[src/rtl/sat_counter.sv]
// Event counter that sticks at all-ones
// instead of rolling over.
module sat_counter #(
  parameter int W = 8
) (
  input  logic         clk,
  input  logic         rst,
  input  logic         inc,
  output logic [W-1:0] value
);

  logic [W-1:0] cnt_q;
  logic [W-1:0] cnt_d;

  always_comb begin
    cnt_d = cnt_q;
    if (inc && (cnt_q != '1)) begin
      cnt_d = cnt_q + 1'b1;
    end
  end

  always_ff @(posedge clk) begin
    if (rst) begin
      cnt_q <= '0;
    end else begin
      cnt_q <= cnt_d;
    end
  end

  assign value = cnt_q;

endmodule

[config.mk]
export PLATFORM = sky130hd
export DESIGN_NAME = sat_counter
export DESIGN_NICKNAME = d
export VERILOG_FILES = /design/src/rtl/sat_counter.sv
export SDC_FILE = /design/constraint.sdc
export NUM_CORES = 1
export LEC_CHECK = 0
export BUFFER_PORTS_ARGS = -buffer_cell sky130_fd_sc_hd__clkbuf_2
export CAP_MARGIN = 5
export CORE_AREA = 2 2 39 41
export CTS_CLUSTER_DIAMETER = 50
export DETAILED_ROUTE_END_ITERATION = 6
export DIE_AREA = 0 0 41 43
export GPL_TIMING_DRIVEN = 0
export PLACE_DENSITY = 0.59
export SETUP_SLACK_MARGIN = 0.15
export SYNTH_ARGS = -nofsm -noshare
export SYNTH_HDL_FRONTEND = slang
export SYNTH_SLANG_ARGS = --single-unit
[constraint.sdc]
create_clock -name clk -period 1.53 [get_ports clk]
set_clock_uncertainty 0.2 [all_clocks]
set_input_delay 0.0765 -clock clk [delete_from_list [all_inputs] [get_ports clk]]
set_output_delay 0.0765 -clock clk [all_outputs]
set_load 0.005 [all_outputs]
==> flow_summary.ini <==
[outcome]
status = complete, no violations

[place]
place.gp.congestion = 0.6955
port_buffers = 10
placedInstanceArea_um2 = 518.0
hpwl_um = 669.9
post-place-ws_ns = 0.03847

[cts]
clockBufferDepth = 2
cts_tree = done
clock_latency_ns = 0.26
cts_inserted_buffers = 3
h-tree-depth = 1
path_clk_slew_ns = 0.06
numClockSinks = 8
ctsRootBufferMaster = clkbuf_4

[power]
finalPower_uw = 439.5
seq_power_share_pct = 49.6
combPwrFrac_pct = 12.1
powerDensity_mw_per_mm2 = 679.4
p_leak_uw = 0.0002730
sw_frac_of_total_pct = 24.29
ir_worst_vdd_uv = 577.3
switchingPower_uw = 106.8
p_clk_share_pct = 38.3
power.internal_uw = 332.7

[critical_path]
worstPathCellList = ha_4 > and3_4 > a21boi_4 > mux2_4
critical_path.max_fanout = 2
required_ns = 1.48
cp_top_family = flip-flops
critical-path-slowest-cell = dfxtp_4
cp_slowest_stage_delay_ns = 0.35
cp-start-kind = flop
crit_type = flop to flop
worstPathArrival_ns = 1.41
crit_buf_inv = 0
cp-end-kind = flop

[global_routing]
grt.overflow.total = 0
grt_pass1_wl_um = 1759
grt_max_degree = 9
grt_pass1_vias = 419
grt_antenna_before_repair = 0
grtUsageTotal_pct = 14.39

[sta]
timing.final.crit_period_ns = 1.465
tns_ns = 0
max_freq_mhz = 682.5
maxSlewViolCount = 0
period_share_pct = 95.77
tightest_slew_ns = 0.2125
finalHoldViolCount = 0
slew_headroom_pct = 85.81
rsz0062_at_grt = yes
finalSetupViolations = 0
fin_ws_ns = 0.06479

[final_layout]
antenna_cells = 0
largest_reg_flops = 8
drive_above_1_share_pct = 51.43
stdcell_area_um2 = 646.9
area_delta_synth_final_pct = 50.29
layout.nets = 76
utilization_pct = 46.75

[yosys]
yosysTopAreaCell = dfxtp_1
yosys.area.top_type_share_pct = 37.21
netlist_top_cells_area = dfxtp_1 (37%), a21oi_1 (5.8%), a21boi_4 (4.4%)
yosysUniqueCellTypes = 25
syn_inst = 46
netlist_area_um2 = 430.4
syn-num-nets = 50
ys_seq_elements = 8
yosys_warnings = 0
yosysSeqAreaShare_pct = 37.21
avgSynthCellArea_um2 = 9.357

[floorplan]
dieArea_mm2 = 0.001763
io_pins = 11
die-width_um = 41
coreArea_mm2 = 0.001384
rows = 14
start_util_pct = 31.10
die_h_um = 43

[drt]
viasPerCell = 5.360
drtIter0Drc = 4
wirelength_um = 1027
via_count = 461
post_drt_wl_per_cell_um = 11.94
first_pass_iters = 2
ant_nets = 0
drc = 0

[run]
max_cap_viol_count = 0

[min_path]
hp-class = primary input to flop
==> metrics by stage <==
stage,hold slack (ns),cells
6_report,0.03381,86
5_1_grt,0.06799,86
4_1_cts,0.04469,83
3_5_place_dp,0.1632,72
3_3_place_gp,0.1703,72
2_1_floorplan,-0.05136,46
==> tightest hold or removal path, cell delays in order <==
cell	delay, ns
clkbuf_2	0.13
nand3_2	0.11
o311a_1	0.14
==> cell families after synthesis <==
logic type | share of synthesized area [%]
and+or+nand+nor | 24.71
AOI/OAI and AO/OA | 25.87
DFF | 37.21
buffers and inverters | 3.487
muxes | 5.813
adders and majority gates | 2.907
==> layout by cell type (no fill, tap or decap) <==
cell           count
nand2_1            5
inv_1              1
nand4_1            2
a31oi_1            1
a211oi_1           1
dfxtp_4            3
dfxtp_2            2
a211oi_2           1
o21ai_1            1
ha_4               1
clkbuf_4           3
and4_1             2
o21bai_1           2
nand3_2            1
a311oi_1           1
buf_4              9
and2b_2            1
o311a_1            1
mux2_4             1
nor2_1             1
dlygate4sd3_1      2
a21oi_1            5
nor3_1             2
buf_6              1
nand3_1            1
and3_4             1
or3_2              1
dfxtp_1            3
mux2i_1            1
clkbuf_2          10
a21boi_0           1
nand2b_1           1
a21boi_4           1
==> path summary, 6_finish.rpt <==
kind                                  to  startpoint  slack (ns)  depth (start not counted)
worst max-delay path            value[0]    value[0]        0.06                          4
worst max register to register  value[0]    value[0]        0.06                          4
worst min register to register  value[4]    value[4]        0.30                          2
worst min-delay path            value[6]         inc        0.03                          3
==> power by group through the flow <==
stage	clock, uW	combinational [uW]	sequential (uW)
2_1_floorplan	0	19.8	228
3_3_place_gp	0	34.7	229
3_5_place_dp	0	36.1	229
4_1_cts	174	53.0	220
5_1_grt	181	60.4	219
6_report	168	53.3	218
==> cell usage after synthesis <==
library cell / n
nand2_1: 5
nand4_1: 2
a21boi_4: 1
o21bai_1: 2
and3_4: 1
o21ai_1: 1
a311oi_1: 1
o311a_1: 1
nor2_1: 1
ha_1: 1
nor3_1: 2
dfxtp_1: 8
buf_6: 1
a211oi_1: 2
or3_2: 1
mux2i_1: 1
and2b_2: 1
nand3_1: 2
a21oi_1: 5
mux2_4: 1
nand2b_1: 1
and4_1: 2
a21boi_0: 1
inv_1: 1
a31oi_1: 1
==> metal layers <==
metal	routed length [um]	up-vias	global-route usage, %
li1	-	229	-
met1	456	220	19.42
met2	507	10	20.31
met3	43	2	3.141
met4	20	0	8.000
met5	0	-	0
==> repair_timing <==
action	CTS	global route
hold buffers	2	0
pin swaps	2	1
endpoints found under the hold margin	3	0
setup buffers	6	3
setup endpoints to repair	2	5
resized for setup	3	3
==> area by class of cell <==
type	instances	area [um2]
sequential	8	173.9
fill	146	737.0
timing repair buffer	21	137.6
multi-input combinational	36	277.8
inverter	1	3.754
clock buffer	3	22.52
buffer	1	11.26
tap	16	20.02
No activity file was read; power rests on OpenSTA's default activity.
